`src/rtl/merge8to16_sorter.sv`:
```
// Merges two ascending 8-key lists into one ascending 16-key list through a Batcher odd-even merge network.
// Result is registered one cycle after in_valid; one merge per cycle, with no backpressure.
module merge8to16_sorter #(
    parameter int WIDTH = 3,
    parameter int N     = 8
) (
    input  logic                   clk,
    input  logic                   rst,
    input  logic                   in_valid,
    input  logic [N*WIDTH-1:0]     a,
    input  logic [N*WIDTH-1:0]     b,
    output logic                   out_valid,
    output logic [2*N*WIDTH-1:0]   c
);

    localparam int M = 2 * N;

    logic [WIDTH-1:0]     w_key [M];
    logic [WIDTH-1:0]     w_tmp;
    logic [M*WIDTH-1:0]   w_net;
    logic [M*WIDTH-1:0]   r_c;
    logic                 r_vld;

    // Ranks of stride N, N/2, ..., 1; both halves are already sorted,
    // so only the final merge stage of Batcher's sort is needed.
    always_comb begin
        w_tmp = '0;
        w_net = '0;
        for (int i = 0; i < N; i++) begin
            w_key[i]     = a[i*WIDTH +: WIDTH];
            w_key[i + N] = b[i*WIDTH +: WIDTH];
        end
        for (int k = N; k >= 1; k = k / 2) begin
            for (int j = k % N; j + k < M; j = j + 2 * k) begin
                for (int i = 0; i < k; i++) begin
                    if (w_key[i + j] > w_key[i + j + k]) begin
                        w_tmp              = w_key[i + j];
                        w_key[i + j]       = w_key[i + j + k];
                        w_key[i + j + k]   = w_tmp;
                    end
                end
            end
        end
        for (int i = 0; i < M; i++) begin
            w_net[i*WIDTH +: WIDTH] = w_key[i];
        end
    end

    always_ff @(posedge clk) begin
        if (rst) begin
            r_c   <= '0;
            r_vld <= 1'b0;
        end else begin
            r_vld <= in_valid;
            if (in_valid) begin
                r_c <= w_net;
            end
        end
    end

    assign c         = r_c;
    assign out_valid = r_vld;

endmodule

```
`config.mk`:
```
export PLATFORM = sky130hd
export DESIGN_NAME = merge8to16_sorter
export DESIGN_NICKNAME = d
export VERILOG_FILES = /design/src/rtl/merge8to16_sorter.sv
export SDC_FILE = /design/constraint.sdc
export NUM_CORES = 1
export LEC_CHECK = 0
export CAP_MARGIN = 20
export CORE_MARGIN = 2
export CORE_UTILIZATION = 45
export CTS_CLUSTER_SIZE = 20
export DETAILED_ROUTE_END_ITERATION = 7
export MAX_ROUTING_LAYER = met4
export PLACE_DENSITY = 0.69
export SLEW_MARGIN = 20
export SYNTH_ARGS = -nofsm -noshare
export SYNTH_HDL_FRONTEND = slang
export SYNTH_SLANG_ARGS = --single-unit
```
`constraint.sdc`:
```
create_clock -name clk -period 7.1 [get_ports clk]
set_input_delay 1.065 -clock clk [delete_from_list [all_inputs] [get_ports clk]]
set_output_delay 1.065 -clock clk [all_outputs]
set_load 0.01 [all_outputs]
```
==> metrics, run 1 <==
overall power=roughly 2.3 mW; slew margin rel.=a little under three fifths; DR vias=between 5k and 6k; HP Class=flop to flop; share of layout cells above drive strength 1=under 10%; global route overflow=0; worst reg2reg startpoint=c[32]; Hold WS=about 0.48 ns; first-pass GRT wire length=roughly 24000 um; largest cells by area after synthesis=dfxtp_1 18%, ha_1 18%, mux2i_1 12%, inv_1 5.5%, nor2_1 4.3%; Bufs on Longest Clock Path=2; leakage power=between 3 and 4 nW; Final Util=58.53%; ANT nets after route=0; P per Cell Area=around 350 mW/mm^2; design area=about 0.0067 mm^2; VDD IR max=between 0.2 and 0.25 mV; Critical Path Start Type=input port; Port-buffer cells=99; Synth async-reset ratio=0%; Core Area=about 0.011 mm^2; status=complete, no violations; Syn Area/Cell=slightly above 8 um^2; worst slew pin tran=between 0.6 and 0.7 ns; number of synthesized flops with an enable pin=0; critical path arrival=roughly 7 ns; Tcrit/Tclk final=between 90% and 100%; hold path depth=2; FILL cells=roughly 1.1k; Final Hold Fails=0; critical path's slowest cell=clkdlybuf4s50_1; placed insts=around 900; ys flop type=dfxtp_1; Yosys reg bits=between 40 and 50; H-tree levels=2; critical path class=input port to flop; FMAX=about 150 MHz; vias per inst=~5.8; row cnt=39; gpl congestion=about 0.86; area grow syn2layout=26.45%; Diodes inserted=0; hold path endpoint=c[41]; Seq/Total Area, Yosys=18.48%; setup TNS=0 ns; nature of the critical path endpoint=flop; first drt pass iteration count=5; RSZ-0062 raised after global routing=false; worst reg-to-reg setup slack=around 6.2 ns; syn nets=slightly below 800; Placed Area=between 0.006 and 0.007 mm^2; worst r2r path cells=2; CTS buffer count=5; CTS Sinks=49; Clock transition at path regs=0.06 ns; Netlist cell types=56; worst reg2reg path endpoint=c[32]; I/O Pins=100; top cell type's share of synthesized area=18.48%; DRC=0; CP Max Fanout=8; Synth warnings=0; Slew Limit Fails=0; Multi-input gate area=around 0.0040 mm^2; CP Cell Sequence=clkdlybuf4s50_1 > inv_1 > ha_1 > and3_1 > a211oi_4 > mux2i_1 > inv_1 > ha_1 > nand3b_1 > nand2_1 > nand2_1 > mux2_2 > ha_1 > nand3b_1 > a32oi_1 > mux2_2 > inv_1 > ha_1 > nor2b_1 > o21ai_0 > a32oi_1 > and2_1 > o31a_1 > a2111oi_2; final setup vio count=0; Initial DRC Count=between 200 and 300; Finished Layout Cells=a little over 900; Sequential cell area=just under 0.001 mm^2; Final WS setup=0.2925 ns; root buffer cell=clkbuf_16; number of global-route vias before repair=~5.2k; CP required=around 7.3 ns; Gate Count Post-Synth=657; Die Ht=approximately 110 um; most frequent cells in the layout=99 x clkdlybuf4s50_1, 78 x inv_1, 75 x ha_1; Final HPWL DP=around 12000 um; Skew-Pair Late Insertion Delay=0.29 ns; number of max-cap violations=0; routed len/inst=16.35 um; die width=about 110 um; clock skew=0 ns; Global Route Usage Sum=approximately a quarter; pre-CTS WS=-0.03182 ns; Post-CTS Hold Fix Bufs=0; Die ar.=~0.013 mm^2; WL final=14830 um; crit path time final=6.808 ns; most common cell after layout, fill and taps aside=clkdlybuf4s50_1; largest net degree at the start of global routing=48; Largest stage delay, worst path=0.51 ns; Initial Utilization=roughly 46%; hold path start=c[41]; Crit path top cell by count=ha_1; Syn Std Cell Area=0.005308 mm^2; Yosys top cell by area=dfxtp_1; CTS tree=yes; initial antenna violation count=0; Final nets=between 800 and 900
-- Yosys cell counts (3+ instances only) --
cell / count
inv_1: 78
dfxtp_1: 49
o211ai_1: 5
or2_2: 3
o221ai_1: 12
o21a_1: 5
a31oi_1: 6
mux2_2: 11
nor2_1: 61
nor2b_1: 9
a211oi_4: 5
ha_1: 75
a2111oi_0: 8
a22oi_1: 5
nand2b_1: 12
nand3_1: 23
mux2i_1: 62
a21o_1: 6
a211oi_1: 16
clkbuf_1: 15
nand2_1: 34
and2_1: 10
o211a_1: 3
nand2b_4: 4
nand3b_1: 4
a21oi_1: 41
o21ai_0: 30
a32oi_1: 4
and3_1: 14
nor3_1: 7
a211o_1: 3
-- cell families (layout without fill, tap and decap cells) --
kind of cell / count (synthesis) / in the layout / synth area share (%)
adder cells (fa/ha/maj): 75 / 75 / 17.68
flip-flops: 49 / 49 / 18.48
AO/OA/AOI/OAI: 171 / 171 / 23.57
AND/OR/NAND/NOR: 189 / 189 / 18.03
buffers and inverters: 96 / 203 / 6.836
multiplexers: 77 / 77 / 15.39
-- report_power, final --
part	total, mW	internal (mW)	switching, mW	leakage, nW
Clock	0.232	0.130	0.102	0.0706
Combinational	1.70	0.764	0.934	2.64
Sequential	0.416	0.366	0.0496	0.406
Total	2.35	1.26	1.09	3.11
-- worst max-delay path by stage --
stage	start	end	slack, ns	cells past startpoint
finish	b[16]	c[9]	0.29	24
global route	a[18]	c[31]	0.002	23
CTS	b[22]	c[36]	0.23	25
floorplan	b[13]	c[9]	1.10	23
detailed placement	b[22]	c[36]	-0.03	25
global placement	b[22]	c[33]	0.12	25
-- state kept, by name, indices dropped and copies added (netlist names) --
name / count
out_valid: 1
c: 48
-- cell type report --
type / count / share of cell area, %
Clock buffer: 6 / 1.920
Clock inverter: 2 / 0.1491
Timing Repair Buffer: 116 / 16.67
Multi-Input combinational cell: 512 / 59.56
Inverter: 79 / 4.418
Tap cell: 143 / 2.666
Sequential cell: 49 / 14.62
-- what timing repair did --
item | CTS | global route
setup buffers | 0 | 2
gates resized for setup | 0 | 11
setup endpoints to repair | 0 | 26
-- worst max-delay path, delay by kind of cell --
kind                       cells  cell delay (ns)
AOI/OAI and AO/OA              6             1.57
adders and majority gates      4             1.13
buffers and inverters          4             0.74
muxes                          3             1.30
and+or+nand+nor                7             1.19
-- metal layers --
layer | GRT usage [%] | share of wire, % | vias to the layer above
met2 | 39.36 | 48 | 119
met1 | 28.45 | 45 | 2469
li1 | - | - | 2624
met4 | 8.374 | 2.6 | 0
met3 | 3.132 | 3.6 | 26
met5 | - | 0 | -
Power figures use the tool's default switching activity.
==> inputs of run 2 (changes only) <==
--- a/config.mk
+++ b/config.mk
@@ -10,6 +10,7 @@
 export CORE_UTILIZATION = 45
 export CTS_CLUSTER_SIZE = 20
 export DETAILED_ROUTE_END_ITERATION = 7
+export GPL_TIMING_DRIVEN = 0
 export MAX_ROUTING_LAYER = met4
 export PLACE_DENSITY = 0.69
 export SLEW_MARGIN = 20
==> run 2 against run 1 <==
  * Sequential share of layout area about the same
  * Non-clock buffer count grew 2
  * Core utilization fell by 0.087 points
  * Largest cell class unchanged
==> metrics, run 2 (synthesized netlist as in run 1, its figures left out) <==
first-pass GRT wire length=between 20000 and 25000 um; Finished Layout Cells=between 900 and 1k; routed len/inst=about 17 um; Diodes inserted=0; vias per inst=between 5 and 6; CP Cell Sequence=clkdlybuf4s50_1 > inv_1 > ha_1 > and3_4 > a211oi_4 > mux2i_2 > inv_1 > ha_1 > and3b_1 > or2_2 > a211oi_1 > or2_2 > ha_1 > a21oi_1 > a32o_1 > clkbuf_2 > mux2i_2 > ha_1 > nor2b_1 > o21ai_0 > a32oi_1 > and2_1 > o31a_1 > a2111oi_2; CTS Sinks=49; area grow syn2layout=26.26%; FILL cells=1027; hold path start=c[41]; FMAX=roughly 150 MHz; die width=approximately 110 um; most frequent cells in the layout=99 x clkdlybuf4s50_1, 78 x inv_1, 75 x ha_1; number of max-cap violations=0; critical path's slowest cell=clkdlybuf4s50_1; critical path arrival=just under 7 ns; Final HPWL DP=12390 um; DRC=0; largest net degree at the start of global routing=15; Hold WS=approximately 0.48 ns; Bufs on Longest Clock Path=2; CTS tree=yes; global route overflow=0; Post-CTS Hold Fix Bufs=0; CP Max Fanout=10; DR vias=between 5k and 6k; VDD IR max=between 0.2 and 0.25 mV; critical path class=input port to flop; Skew-Pair Late Insertion Delay=around 0.29 ns; setup TNS=0 ns; HP Class=flop to flop; nature of the critical path endpoint=flop; Initial Utilization=a little under half; Critical path origin=b[13]; placed insts=about 900; Core Area=around 0.011 mm^2; CP required=about 7.3 ns; P per Cell Area=about 350 mW/mm^2; crit path buf inv count=4; overall power=between 2 and 2.5 mW; Multi-input gate area=slightly above 0.004 mm^2; slew margin rel.=between 50% and 60%; most common cell after layout, fill and taps aside=clkdlybuf4s50_1; Final nets=just under 900; crit path time final=6.736 ns; share of layout cells above drive strength 1=under 10%; number of global-route vias before repair=about 5.2k; CTS buffer count=5; Final Hold Fails=0; status=complete, no violations; Tcrit/Tclk final=a little over nine tenths; worst slew pin tran=about 0.74 ns; Die Ht=~110 um; ANT nets after route=0; Initial DRC Count=280; H-tree levels=2; Final Util=between 50% and 60%; worst reg2reg startpoint=c[17]; Sequential cell area=980.9 um^2; Slew Limit Fails=0; Largest register FFs=48; initial antenna violation count=0; first drt pass iteration count=5; clock skew=0 ns; Critical Path Start Type=input port; row cnt=39; Crit path top cell by count=ha_1; gpl congestion=0.8668; cell family with most CP delay=compound AO/OA/AOI/OAI gates; root buffer cell=clkbuf_16; Die ar.=between 0.01 and 0.015 mm^2; WL final=roughly 15000 um; final setup vio count=0; Largest stage delay, worst path=between 0.5 and 0.6 ns; I/O Pins=100; leakage power=slightly above 3 nW; Port-buffer cells=99; Global Route Usage Sum=about a quarter; Clock transition at path regs=about 0.07 ns
run 2: cell types whose count changed in the layout (fill, tap and decap cells not counted), sizes merged:
cell / before / now
clkbuf: 6 / 21
buf: 17 / 4
run 2: per-layer routing:
metal	track usage (%)	up-vias	share of wire (%)	wire length, um
met1	29.58	2491	46	6988
met3	3.240	27	4.2	642
met5	-	-	0	0
met2	42.04	145	48	7307
met4	7.073	0	2.3	354
li1	-	2621	-	-
run 2: final cells by class:
class                           instances  area share, %
Buffer                                 17          1.027
Clock buffer                            6          1.923
Clock inverter                          2         0.1494
Inverter                               79          4.425
Multi-Input combinational cell        512          60.16
Sequential cell                        49          14.64
Tap cell                              143          2.670
Timing Repair Buffer                  101          15.01
run 2: worst register-to-register path, delay by kind of cell, from the launching register on:
family	cells	cell delay, ns
compound gates	1	0.39
flops	1	0.36
simple gates	1	0.05
run 2: through the flow:
stage	area (um^2)	setup slack (ns)
floorplan	5308	1.102
global placement	6477	-0.2188
detailed placement	6477	-0.3606
CTS	6631	0.01241
global route	6701	-0.02852
finish	6701	0.3641
run 2: path summary, 6_finish.rpt:
check | endpoint | slack, ns | cells after the start
min reg2reg | c[41] | 0.48 | 2
min | c[41] | 0.48 | 2
max reg2reg | c[17] | 6.18 | 2
max | c[9] | 0.36 | 24
run 2: report_power, final:
part / leakage (nW) / internal, mW / switching [mW]
Combinational: 2.59 / 0.752 / 0.944
Sequential: 0.406 / 0.366 / 0.0544
Clock: 0.0706 / 0.130 / 0.106
run 2: repair_timing:
item / 4_1_cts / 5_1_grt
endpoints found under the setup margin: 4 / 40
pin swaps: 1 / 0
gates resized for setup: 0 / 25
setup buffers: 2 / 0
